### src/rtl/fetch_pkg.sv
// Shared fetch/decode constants: widths, reset PC default, NOP encoding and the
// {pc, inst} queue entry layout.
package fetch_pkg;

    localparam int XLEN = 32;
    localparam int ILEN = 32;

    localparam logic [XLEN-1:0] RESET_PC_DEFAULT = 32'h0000_0000;
    localparam logic [ILEN-1:0] INST_NOP         = 32'h0000_0013;

    typedef struct packed {
        logic [XLEN-1:0] pc;
        logic [ILEN-1:0] inst;
    } fetch_entry_t;

    // Instruction fetches are word aligned; the low two bits are dropped.
    function automatic logic [XLEN-1:0] align_word(input logic [XLEN-1:0] addr);
        return {addr[XLEN-1:2], 2'b00};
    endfunction

endpackage

### src/rtl/fetch_queue.sv
// Small synchronous FIFO with flush; head data comes straight from storage flops
// so the consumer sees a registered value.
module fetch_queue
    import fetch_pkg::*;
#(
    parameter int WIDTH = 32,
    parameter int DEPTH = 2,
    localparam int PW = $clog2(DEPTH),
    localparam int CW = $clog2(DEPTH + 1)
) (
    input  logic             clk,
    input  logic             rst,
    input  logic             flush,
    input  logic             push,
    input  logic [WIDTH-1:0] push_data,
    input  logic             pop,
    output logic [CW-1:0]    count,
    output logic [WIDTH-1:0] head_data
);

    logic [WIDTH-1:0] mem_reg [DEPTH];
    logic [PW-1:0]    wr_ptr_reg;
    logic [PW-1:0]    rd_ptr_reg;
    logic [CW-1:0]    count_reg;
    logic [DEPTH-1:0] wr_en;
    logic             do_push;
    logic             do_pop;

    // Flush wins over any push or pop in the same cycle.
    assign do_push = push & ~flush;
    assign do_pop  = pop & ~flush;

    genvar gi;
    generate
        for (gi = 0; gi < DEPTH; gi++) begin : g_we
            assign wr_en[gi] = do_push && (wr_ptr_reg == PW'(gi));
        end
    endgenerate

    always_ff @(posedge clk or posedge rst) begin
        if (rst) begin
            for (int i = 0; i < DEPTH; i++) begin
                mem_reg[i] <= '0;
            end
        end else begin
            for (int i = 0; i < DEPTH; i++) begin
                if (wr_en[i]) begin
                    mem_reg[i] <= push_data;
                end
            end
        end
    end

    always_ff @(posedge clk or posedge rst) begin
        if (rst) begin
            wr_ptr_reg <= '0;
            rd_ptr_reg <= '0;
            count_reg  <= '0;
        end else if (flush) begin
            wr_ptr_reg <= '0;
            rd_ptr_reg <= '0;
            count_reg  <= '0;
        end else begin
            if (do_push) begin
                wr_ptr_reg <= wr_ptr_reg + PW'(1);
            end
            if (do_pop) begin
                rd_ptr_reg <= rd_ptr_reg + PW'(1);
            end
            count_reg <= count_reg + CW'(do_push) - CW'(do_pop);
        end
    end

    assign count     = count_reg;
    assign head_data = mem_reg[rd_ptr_reg];

endmodule

### src/rtl/fetch_stage.sv
// RV32I instruction fetch: owns the PC, issues in-order word requests, buffers
// responses with their PC and hands them to decode; redirects flush and restart.
module fetch_stage
    import fetch_pkg::*;
#(
    parameter logic [XLEN-1:0] RESET_PC = RESET_PC_DEFAULT,
    parameter int              DEPTH    = 2
) (
    input  logic            clk,
    input  logic            rst,
    output logic            imem_req_o,
    output logic [XLEN-1:0] imem_addr_o,
    input  logic            imem_gnt_i,
    input  logic            imem_rvalid_i,
    input  logic [ILEN-1:0] imem_rdata_i,
    input  logic            redirect_i,
    input  logic [XLEN-1:0] redirect_pc_i,
    output logic            valid_ro,
    input  logic            ready_i,
    output logic [XLEN-1:0] pc_ro,
    output logic [ILEN-1:0] inst_ro
);

    localparam int CW = $clog2(DEPTH + 1);

    logic [XLEN-1:0] pc_reg;
    logic [XLEN-1:0] pc_next;
    logic [CW-1:0]   kill_reg;
    logic [CW-1:0]   kill_next;
    logic [CW-1:0]   outstanding;
    logic [CW-1:0]   q_count;
    logic [XLEN-1:0] pend_pc;
    fetch_entry_t    head;
    fetch_entry_t    push_entry;
    logic            grant;
    logic            pop;
    logic            q_push;
    logic [CW:0]     budget;

    assign pop = valid_ro & ready_i;

    // Reserve a queue slot for every in-flight request so responses never stall.
    assign budget     = {1'b0, outstanding} + {1'b0, q_count} - {{CW{1'b0}}, pop};
    assign imem_req_o = !rst && !redirect_i && (budget < (CW + 1)'(DEPTH));
    assign grant      = imem_req_o & imem_gnt_i;
    assign imem_addr_o = pc_reg;

    assign q_push     = imem_rvalid_i && (kill_reg == '0) && !redirect_i;
    assign push_entry = '{pc: pend_pc, inst: imem_rdata_i};

    always_comb begin
        pc_next   = pc_reg;
        kill_next = kill_reg;
        if (redirect_i) begin
            pc_next = align_word(redirect_pc_i);
            // Everything still due, minus a response landing right now, is stale.
            kill_next = outstanding - CW'(imem_rvalid_i);
        end else begin
            if (grant) begin
                pc_next = pc_reg + 32'd4;
            end
            if (imem_rvalid_i && (kill_reg != '0)) begin
                kill_next = kill_reg - CW'(1);
            end
        end
    end

    always_ff @(posedge clk or posedge rst) begin
        if (rst) begin
            pc_reg   <= RESET_PC;
            kill_reg <= '0;
        end else begin
            pc_reg   <= pc_next;
            kill_reg <= kill_next;
        end
    end

    // PCs of granted requests, in order; its occupancy is the outstanding count.
    fetch_queue #(
        .WIDTH (XLEN),
        .DEPTH (DEPTH)
    ) u_pend_q (
        .clk       (clk),
        .rst       (rst),
        .flush     (1'b0),
        .push      (grant),
        .push_data (pc_reg),
        .pop       (imem_rvalid_i),
        .count     (outstanding),
        .head_data (pend_pc)
    );

    fetch_queue #(
        .WIDTH ($bits(fetch_entry_t)),
        .DEPTH (DEPTH)
    ) u_inst_q (
        .clk       (clk),
        .rst       (rst),
        .flush     (redirect_i),
        .push      (q_push),
        .push_data (push_entry),
        .pop       (pop),
        .count     (q_count),
        .head_data (head)
    );

    assign valid_ro = (q_count != '0);
    assign pc_ro    = head.pc;
    assign inst_ro  = head.inst;

endmodule
### config.mk
export PLATFORM = sky130hd
export DESIGN_NAME = fetch_stage
export DESIGN_NICKNAME = d
export VERILOG_FILES = /design/src/rtl/fetch_pkg.sv /design/src/rtl/fetch_queue.sv /design/src/rtl/fetch_stage.sv
export SDC_FILE = /design/constraint.sdc
export NUM_CORES = 1
export LEC_CHECK = 0
export CORE_MARGIN = 1
export CORE_UTILIZATION = 60
export CTS_BUF_LIST = sky130_fd_sc_hd__clkbuf_4 sky130_fd_sc_hd__clkbuf_8
export DETAILED_ROUTE_END_ITERATION = 10
export MAX_ROUTING_LAYER = met4
export PLACE_DENSITY = 0.88
export SYNTH_ARGS = -nofsm -noshare
export SYNTH_HDL_FRONTEND = slang
export SYNTH_SLANG_ARGS = --single-unit
### constraint.sdc
create_clock -name clk -period 16.7 [get_ports clk]
set_input_delay 1.67 -clock clk [delete_from_list [all_inputs] [get_ports clk]]
set_output_delay 1.67 -clock clk [all_outputs]
set_load 0.02 [all_outputs]
==> results.json, run 1 <==
{
  "antenna_found_initial": 0,
  "cp_top_family": "buffers and inverters",
  "synth-seq-cells": 224,
  "cts_setup_buffers": 0,
  "drt_wl_total_um": 22070,
  "power.internal_uw": 1463,
  "ctsResizeCount": 0,
  "num_vias": 7187,
  "rows": 47,
  "clock_latency_ns": 0.51,
  "cp_max_fo": 3,
  "coreArea_sq_mm": 0.01658,
  "placed_cells": 1180,
  "grtUsageMet3": 0.04998,
  "hold_viol": 0,
  "fin_nets": 1076,
  "clock.fmax_mhz": 175.6,
  "grt_util_all_layers": 0.2678,
  "power.total_uw": 2190,
  "setup_viol": 0,
  "cts_max_path_buffers": 3,
  "grt_pass1_wl_um": 36270,
  "use_met2": 0.4162,
  "hold_ws_ns": 0.4762,
  "worstSetupEndpointType": "output pin",
  "cp.buffers_inverters": 3,
  "tns_ns": 0,
  "largest_reg_flops": 124,
  "clkPwrFrac": 0.207,
  "max-cap-violations": 0,
  "cts_max_level": 2,
  "cts_sinks": 224,
  "fin_cells": 1236,
  "required_ns": 15.03,
  "synthesis.instances": 846,
  "place.gp.congestion": 0.8350,
  "synth_warnings": 0,
  "dieArea_sq_mm": 0.01751,
  "switching_share": 0.3320,
  "crit_top_cell": "clkdlybuf4s50_1",
  "yosysUniqueCellTypes": 53,
  "max-vdd-ir-drop_mv": 0.09606,
  "worstPathArrival_ns": 4.03,
  "final_common_cell": "dfrtp_1",
  "power_density_mw_per_mm2": 173.9,
  "crit_slowest_cell": "clkdlybuf4s50_1",
  "min_path_type": "flip-flop to flip-flop",
  "slew_violations": 0,
  "cts_buffers": 35,
  "cts_tree": "done",
  "worstSetupPathType": "input port to output pin",
  "clock_skew_ns": 0.02558,
  "worst_slew_pin_slew_ns": 1.025,
  "drtIter0Drc": 407,
  "crit_path_start_kind": "input port",
  "grt_start_max_net_pins": 143,
  "antenna_cells": 0,
  "fin_crit_ns": 5.696,
  "period_share": 0.3411,
  "synth_edf_count": 0,
  "io_buffers": 161,
  "cts.reportedPaths.clkPinSlew_ns": 0.06,
  "cp_cell_sequence": "clkdlybuf4s50_1 -> nand2_1 -> inv_1 -> ha_1 -> nand2b_1 -> fa_1 -> xnor2_1 -> nor3_1 -> clkdlybuf4s50_1",
  "dp_hpwl_um": 13950,
  "grt_overflow_total": 0,
  "cts_root_buf": "clkbuf_8",
  "max_stage_delay_ns": 0.64,
  "start_util": 0.6144,
  "slew_headroom": 0.3167,
  "use_met1": 0.3602,
  "hold_buffers": 0,
  "ys_seq_area_frac": 0.5502,
  "final_cell_mix": "dfrtp_1, mux2_2, clkdlybuf4s50_1, nand2_1, o21ai_0",
  "wl_per_cell_um": 17.86,
  "p_comb_frac": 0.381,
  "syn_area_sq_mm": 0.01019,
  "synth_flop_cell": "dfrtp_1",
  "remaining_drc_errors": 0,
  "rsz0062_at_grt": "no",
  "fp.dieW_um": 132.3,
  "routed_via_density": 5.815,
  "antenna_left": 0,
  "drive_gt1_frac": 0.2559,
  "ios": 168,
  "syn_area_per_cell_sq_um": 12.04,
  "drt-pass1-iter-count": 5,
  "grt_most_used_layer": "met2",
  "die_y_um": 132.3,
  "p_switching_uw": 727.1,
  "syn_to_final_growth_pct": 23.58,
  "power.leakage_uw": 0.005621,
  "async_reset_ff_frac": 1.000,
  "p_seq_frac": 0.413,
  "status": "completed",
  "rrSetupSlack_ns": 12.85,
  "grt_pass1_vias": 7286
}
==> path summary, 6_finish.rpt <==
| path | depth (start not counted) | startpoint | endpoint |
|---|---|---|---|
| max | 9 | ready_i | imem_req_o |
| min | 2 | u_inst_q.mem_reg[35] | u_inst_q.mem_reg[35] |
| max reg2reg | 13 | u_inst_q.count[1] | u_pend_q.mem_reg[6] |
| min reg2reg | 2 | u_inst_q.mem_reg[35] | u_inst_q.mem_reg[35] |
| max in group asynchronous | 3 | rst | u_pend_q.rd_ptr_reg |
| min in group asynchronous | 2 | rst | imem_addr_o[31] |
==> worst min-delay path, cell delays in order, from the launching register on <==
cell	delay (ns)
dfrtp_1	0.34
nand2_1	0.04
o21ai_0	0.06
==> cell type report <==
| cell class | instances | area (sq um) |
|---|---|---|
| Timing Repair Buffer | 168 | 1664 |
| Fill cell | 1081 | 3993 |
| Clock buffer | 56 | 689.4 |
| Sequential cell | 224 | 5608 |
| Multi-Input combinational cell | 552 | 4274 |
| Tap cell | 220 | 275.3 |
| Inverter | 16 | 80.08 |
==> Yosys cell counts, types with 2 or more instances <==
master / n / area (sq um)
nor4_4: 2 / 42.54
nand4_1: 12 / 75.07
buf_2: 9 / 45.04
xor2_1: 5 / 43.79
dfrtp_1: 224 / 5605
a31oi_1: 7 / 43.79
mux2i_1: 31 / 310.3
xnor2_1: 6 / 52.55
o311ai_0: 7 / 61.31
ha_1: 8 / 100.1
buf_1: 2 / 7.510
a21oi_1: 37 / 185.2
nand2_1: 74 / 277.8
nand3_1: 14 / 70.07
nor3_1: 5 / 25.02
a21o_1: 2 / 15.01
a41oi_1: 4 / 35.03
o211ai_1: 11 / 82.58
nand2b_1: 4 / 25.02
o21ai_0: 52 / 260.3
clkbuf_1: 37 / 138.9
mux2_2: 182 / 2049
and3_1: 3 / 18.77
inv_1: 14 / 52.55
buf_4: 8 / 60.06
mux2_1: 2 / 22.52
and2_1: 3 / 18.77
or3b_1: 2 / 17.52
or3_1: 3 / 18.77
nor2_1: 49 / 183.9
a221o_1: 3 / 30.03
nand2_2: 2 / 12.51
or4_1: 2 / 15.01
==> layer usage <==
metal,vias up,part of all wire
met3,38,0.066
met5,-,0
met4,0,0.019
met1,3540,0.45
met2,302,0.46
li1,3307,-
==> power by group through the flow <==
stage	combinational [uW]	clock [uW]	sequential [uW]
global placement	810	0	892
CTS	839	464	901
global route	897	487	932
detailed placement	834	0	909
finish	834	453	903
floorplan	561	0	856
==> logic make-up after synthesis <==
logic type,synth area share
flip-flops,0.5502
multiplexers,0.2338
AND/OR/NAND/NOR,0.08633
AO/OA/AOI/OAI,0.07516
buffers and inverters,0.03291
XOR/XNOR,0.009456
adder cells (fa/ha/maj),0.01179
other,0.0003681
==> stage by stage <==
| step | utilization | setup slack, ns | instance area, sq um |
|---|---|---|---|
| after floorplan | - | 8.896 | 10200 |
| after global placement | 0.7177 | 11.06 | 11900 |
| after detailed placement | 0.7177 | 11.02 | 11900 |
| after CTS | 0.7592 | 11.01 | 12590 |
| after global routing | 0.7592 | 10.84 | 12590 |
| final | 0.7592 | 11.00 | 12590 |
No activity file was read; power rests on OpenSTA's default activity.
==> run 2: changes to the inputs <==
--- a/config.mk
+++ b/config.mk
@@ -6,11 +6,11 @@
 export NUM_CORES = 1
 export LEC_CHECK = 0
 export CORE_MARGIN = 1
-export CORE_UTILIZATION = 60
+export CORE_UTILIZATION = 50
 export CTS_BUF_LIST = sky130_fd_sc_hd__clkbuf_4 sky130_fd_sc_hd__clkbuf_8
 export DETAILED_ROUTE_END_ITERATION = 10
 export MAX_ROUTING_LAYER = met4
-export PLACE_DENSITY = 0.88
+export PLACE_DENSITY = 0.79
 export SYNTH_ARGS = -nofsm -noshare
 export SYNTH_HDL_FRONTEND = slang
 export SYNTH_SLANG_ARGS = --single-unit
==> constraint.sdc (replaced) <==
create_clock -name clk -period 5.1 [get_ports clk]
set_input_delay 0.51 -clock clk [delete_from_list [all_inputs] [get_ports clk]]
set_output_delay 0.51 -clock clk [all_outputs]
set_load 0.02 [all_outputs]
==> run 2 against run 1 <==
Cell count rose by 4.4%. Sequential share of layout area shrank 0.51 points. First-iteration DRC count decreased by 26%. Worst setup slack worse by 9.7 ns. Sequential cell count is the same. Non-clock buffer count grew 1. Worst hold slack lost 0.0031 ns. Combinational power grew to 3.2 times the previous value. Utilization is 11 points lower. Highest routed layer unchanged.
==> results.json, run 2 (same netlist as run 1, synthesis figures left out) <==
{
  "max-vdd-ir-drop_mv": 0.2564,
  "cp_cell_sequence": "inv_1 -> nand2_1 -> nand2_1 -> inv_1 -> ha_1 -> nand2b_1 -> fa_1 -> nand2b_1 -> or4b_1 -> buf_4 -> nor2_2 -> buf_4 -> mux2_2",
  "worstSetupPathType": "flip-flop to flip-flop",
  "power.leakage_uw": 0.005651,
  "final_common_cell": "dfrtp_1",
  "fp.dieW_um": 144.8,
  "worstSetupEndpointType": "flip-flop",
  "antenna_left": 0,
  "die_y_um": 144.8,
  "cts_tree": "done",
  "power_density_mw_per_mm2": 567.5,
  "fin_nets": 1080,
  "drtIter0Drc": 303,
  "num_vias": 7100,
  "max_stage_delay_ns": 0.61,
  "crit_slowest_cell": "or4b_1",
  "drive_gt1_frac": 0.2624,
  "period_share": 0.7351,
  "dieArea_sq_mm": 0.02095,
  "rsz0062_at_grt": "no",
  "io_buffers": 161,
  "cts_setup_buffers": 0,
  "antenna_found_initial": 0,
  "required_ns": 5.50,
  "routed_via_density": 5.504,
  "syn_to_final_growth_pct": 25.02,
  "drt_wl_total_um": 21760,
  "final_cell_mix": "dfrtp_1, mux2_2, clkdlybuf4s50_1, nand2_1, o21ai_0",
  "post-route-util": 0.6460,
  "worstPathArrival_ns": 4.15,
  "rows": 51,
  "grt_pass1_wl_um": 35860,
  "hold_buffers": 0,
  "drt-pass1-iter-count": 5,
  "dp_hpwl_um": 13720,
  "start_util": 0.5167,
  "clock_latency_ns": 0.52,
  "fin_crit_ns": 3.749,
  "min_path_type": "flip-flop to flip-flop",
  "cts_max_path_buffers": 3,
  "ctsResizeCount": 0,
  "cts_sinks": 224,
  "coreArea_sq_mm": 0.01972,
  "ios": 168,
  "cts_max_level": 2,
  "cts.reportedPaths.clkPinSlew_ns": 0.06,
  "worst_slew_pin_slew_ns": 1.165,
  "grt_overflow_total": 0,
  "max-cap-violations": 0,
  "status": "completed",
  "clock.fmax_mhz": 266.7,
  "grt_util_all_layers": 0.2248,
  "tns_ns": 0,
  "wl_per_cell_um": 16.86,
  "setup_viol": 0,
  "cts_root_buf": "clkbuf_8",
  "cp_max_fo": 32,
  "largest_reg_flops": 124,
  "slew_headroom": 0.2232,
  "cts_buffers": 38,
  "clock_skew_ns": 0.01424,
  "grt_start_max_net_pins": 127,
  "hold_viol": 0,
  "place.gp.congestion": 0.8595,
  "remaining_drc_errors": 0,
  "slew_violations": 0,
  "crit_path_start_kind": "flip-flop",
  "grt_pass1_vias": 7208,
  "hold_ws_ns": 0.4731,
  "antenna_cells": 0
}
-- run 2: cell count changes in the layout (fill, tap and decap cells not counted) --
cell / delta
clkinvlp_4: +4
buf_12: +2
inv_6: +1
buf_4: -1
inv_8: -1
clkbuf_4: +4
-- run 2: path summary, 6_finish.rpt --
| kind | from | endpoint | slack [ns] | cells after the start |
|---|---|---|---|---|
| setup / recovery | u_inst_q.count[1] | u_pend_q.mem_reg[38] | 1.35 | 13 |
| hold / removal | u_inst_q.mem_reg[37] | u_inst_q.mem_reg[37] | 0.47 | 2 |
| setup reg to reg | u_inst_q.count[1] | u_pend_q.mem_reg[38] | 1.35 | 13 |
| hold reg to reg | u_inst_q.mem_reg[37] | u_inst_q.mem_reg[37] | 0.47 | 2 |
| max in group asynchronous | rst | u_pend_q.mem_reg[39] | 3.27 | 3 |
| min in group asynchronous | rst | imem_addr_o[31] | 0.59 | 2 |
-- run 2: metal layers --
metal / vias to the layer above / GRT usage / share of wire
met3: 31 / 0.04508 / 0.064
li1: 3326 / - / -
met5: - / - / 0
met4: 0 / 0.07368 / 0.017
met2: 260 / 0.3464 / 0.46
met1: 3483 / 0.2986 / 0.46
-- run 2: final cells by class --
class / instances / area [sq um]
Tap cell: 265 / 331.6
Sequential cell: 224 / 5608
Timing Repair Buffer: 169 / 1697
Multi-Input combinational cell: 552 / 4274
Inverter: 16 / 76.32
Fill cell: 1519 / 6980
Clock inverter: 4 / 31.28
Clock buffer: 60 / 719.4
-- run 2: worst max-delay path: cells and delay by family, from the launching register on --
family / cells / cell delay, ns
buffers and inverters: 4 / 0.85
flip-flops: 1 / 0.40
AND/OR/NAND/NOR: 6 / 1.19
multiplexers: 1 / 0.39
adder cells (fa/ha/maj): 2 / 0.76
-- run 2: stage by stage --
step | power [uW] | setup WS (ns) | instance area (sq um) | cells
finish | 7229 | 1.351 | 12740 | 1290
global placement | 5602 | 1.089 | 11990 | 1226
detailed placement | 5697 | 1.029 | 11990 | 1226
floorplan | 4643 | 1.666 | 10200 | 849
CTS | 7308 | 1.349 | 12740 | 1290
global route | 7702 | 1.168 | 12740 | 1290
-- run 2: report_power, final --
group / total (uW) / switching, uW / internal [uW]
Clock: 1570 / 674 / 892
Sequential: 2960 / 497 / 2470
Combinational: 2700 / 1220 / 1480
Total: 7230 / 2390 / 4840
==> run 3: changes to the inputs <==
==> constraint.sdc (replaced) <==
create_clock -name clk -period 3.15 [get_ports clk]
set_input_delay 0.315 -clock clk [delete_from_list [all_inputs] [get_ports clk]]
set_output_delay 0.315 -clock clk [all_outputs]
set_load 0.02 [all_outputs]
==> run 3 against run 2 <==
Clock-buffer cell count rose by 5. Register-to-register slack worse by 1.4 ns. First-iteration DRC count increased by 34%. Via count grew 3.2%. Clock skew is 0.0012 ns higher. Worst setup slack worse by 1.4 ns. The run now ends with setup timing left. Fmax rose by 18%. Final area increased by 5.3%. Sequential share of layout area down 2.2 points.
==> results.json, run 3 (same netlist as run 1, synthesis figures left out) <==
{
  "status": "finished, violations left",
  "violations": "setup timing",
  "place.gp.congestion": 0.8600,
  "drtIter0Drc": 406,
  "crit_path_start_kind": "flip-flop",
  "grt_util_all_layers": 0.2303,
  "cp_cell_sequence": "inv_2 -> nand2_2 -> nand2_2 -> inv_2 -> ha_4 -> nand2b_4 -> fa_2 -> nand2b_1 -> or4b_4 -> nor2_4 -> buf_6 -> buf_12 -> mux2_4",
  "power.internal_uw": 8207,
  "hold_buffers": 0,
  "fin_ws_ns": -0.02252,
  "cp_max_fo": 7,
  "power_density_mw_per_mm2": 912.2,
  "dp_hpwl_um": 14630,
  "drive_gt1_frac": 0.3050,
  "regArea_sq_mm": 0.005608,
  "antenna_found_initial": 0,
  "power.leakage_uw": 0.005999,
  "syn_to_final_growth_pct": 31.65,
  "max_stage_delay_ns": 0.66,
  "setup_viol": 20,
  "rrSetupSlack_ns": -0.02,
  "switching_share": 0.3293,
  "grt_start_max_net_pins": 146,
  "crit_slowest_cell": "or4b_4",
  "coreArea_sq_mm": 0.01972,
  "rr_endpoint": "u_pend_q.mem_reg[56]",
  "hold_ws_ns": 0.3337,
  "worstPathArrival_ns": 3.56,
  "cts_sinks": 224,
  "max-vdd-ir-drop_mv": 0.4060,
  "clock_latency_ns": 0.51,
  "slew_violations": 0,
  "cts_root_buf": "clkbuf_8",
  "antenna_cells": 0,
  "final_common_cell": "dfrtp_1",
  "max-cap-violations": 0,
  "grt_overflow_total": 0,
  "p_switching_uw": 4029,
  "grt_pass1_wl_um": 36550,
  "min_path_type": "input port to async pin",
  "cts_buffers": 38,
  "clock_skew_ns": 0.01540,
  "final_cell_mix": "dfrtp_1, clkdlybuf4s50_1, mux2_2, nand2_1, clkbuf_8",
  "fin_nets": 1110,
  "fin_cells": 1324,
  "worstSetupPathType": "flip-flop to flip-flop",
  "largest_reg_flops": 124,
  "clkPwrFrac": 0.219,
  "rsz0062_at_grt": "yes",
  "worst_slew_pin_slew_ns": 0.9900,
  "num_vias": 7326,
  "p_seq_frac": 0.394,
  "cts_tree": "done",
  "worstSetupEndpointType": "flip-flop",
  "period_share": 1.007,
  "drt-pass1-iter-count": 7,
  "remaining_drc_errors": 0,
  "wl_per_cell_um": 17.92,
  "ios": 168,
  "r2r_cells": 13,
  "grt_pass1_vias": 7101,
  "slew_headroom": 0.3400,
  "reg2reg_from": "u_inst_q.count[1]",
  "placed_cells": 1245,
  "fp.dieW_um": 144.8,
  "fin_crit_ns": 3.173,
  "cts_max_path_buffers": 3,
  "clock.fmax_mhz": 315.2,
  "routed_via_density": 5.533,
  "die_y_um": 144.8,
  "tns_ns": -0.2069,
  "multi_input_comb_area_sq_mm": 0.004477,
  "antenna_left": 0,
  "start_util": 0.5167,
  "required_ns": 3.54,
  "cts.reportedPaths.clkPinSlew_ns": 0.06,
  "fillCellCount": 1392,
  "drt_wl_total_um": 23720,
  "io_buffers": 161,
  "cts_max_level": 2,
  "p_comb_frac": 0.387,
  "dieArea_sq_mm": 0.02095,
  "hold_viol": 0,
  "rows": 51
}
run 3: changes by cell type in the layout (fill, tap and decap cells not counted), sizes merged:
| cell | change |
|---|---|
| clkinvlp | -2 |
| buf | +26 |
| inv | -1 |
| clkinv | +3 |
| clkbuf | +9 |
| clkdlybuf4s50 | -1 |
run 3: per-stage QoR:
step / utilization / worst slack, ns / instance area, sq um / total power (uW)
floorplan: - / -0.08903 / 10200 / 7517
global placement: 0.6209 / -0.1462 / 12240 / 9152
detailed placement: 0.6209 / -0.2020 / 12240 / 9323
CTS: 0.6653 / -0.03719 / 13120 / 12080
global route: 0.6802 / -0.1444 / 13410 / 12960
finish: 0.6802 / -0.02252 / 13410 / 12240
run 3: cell type report:
class | instances | area share
flip-flops and latches | 224 | 0.4181
multi-input cells | 552 | 0.3338
repair buffers | 198 | 0.1570
clock buffers | 65 | 0.05877
well taps | 265 | 0.02472
inverters | 16 | 0.005690
clock inverters | 3 | 0.001306
repair inverters | 1 | 0.0006530
run 3: routing by layer:
layer,track usage,vias to the layer above,routed length [um]
met1,0.3125,3625,10610
li1,-,3380,-
met3,0.05232,35,1807
met5,-,-,0
met2,0.3477,286,10920
met4,0.06427,0,383
run 3: worst max-delay path: cells and delay by family (launching register included):
kind / cells / cell delay [ns]
multiplexers: 1 / 0.30
flip-flops: 1 / 0.39
buffers and inverters: 4 / 0.40
adder cells (fa/ha/maj): 2 / 0.78
AND/OR/NAND/NOR: 6 / 1.15
run 3: worst max-delay path by stage:
| stage | slack, ns | cells after the start | end | start |
|---|---|---|---|---|
| after floorplan | -0.09 | 1 | imem_addr_o[10] | rst |
| after global placement | -0.15 | 12 | u_pend_q.mem_reg[35] | ready_i |
| after detailed placement | -0.20 | 12 | u_pend_q.mem_reg[47] | ready_i |
| after CTS | -0.04 | 14 | u_pend_q.mem_reg[62] | u_inst_q.count[1] |
| after global routing | -0.14 | 13 | u_pend_q.mem_reg[47] | u_inst_q.count[1] |
| final | -0.02 | 13 | u_pend_q.mem_reg[56] | u_inst_q.count[1] |
run 3: power by group through the flow:
stage / Combinational, uW / Clock [uW] / Sequential (uW)
2_1_floorplan: 2980 / 0 / 4540
3_3_place_gp: 4390 / 0 / 4760
3_5_place_dp: 4500 / 0 / 4820
4_1_cts: 4560 / 2740 / 4780
5_1_grt: 5120 / 2870 / 4960
6_report: 4730 / 2680 / 4820
run 3: timing repair:
item / 4_1_cts / 5_1_grt
hold endpoints to repair: 0 / 0
setup buffers: 3 / 7
cloned: 1 / 4
resized for setup: 4 / 68
setup endpoints to repair: 30 / 86
pin swaps: 2 / 19
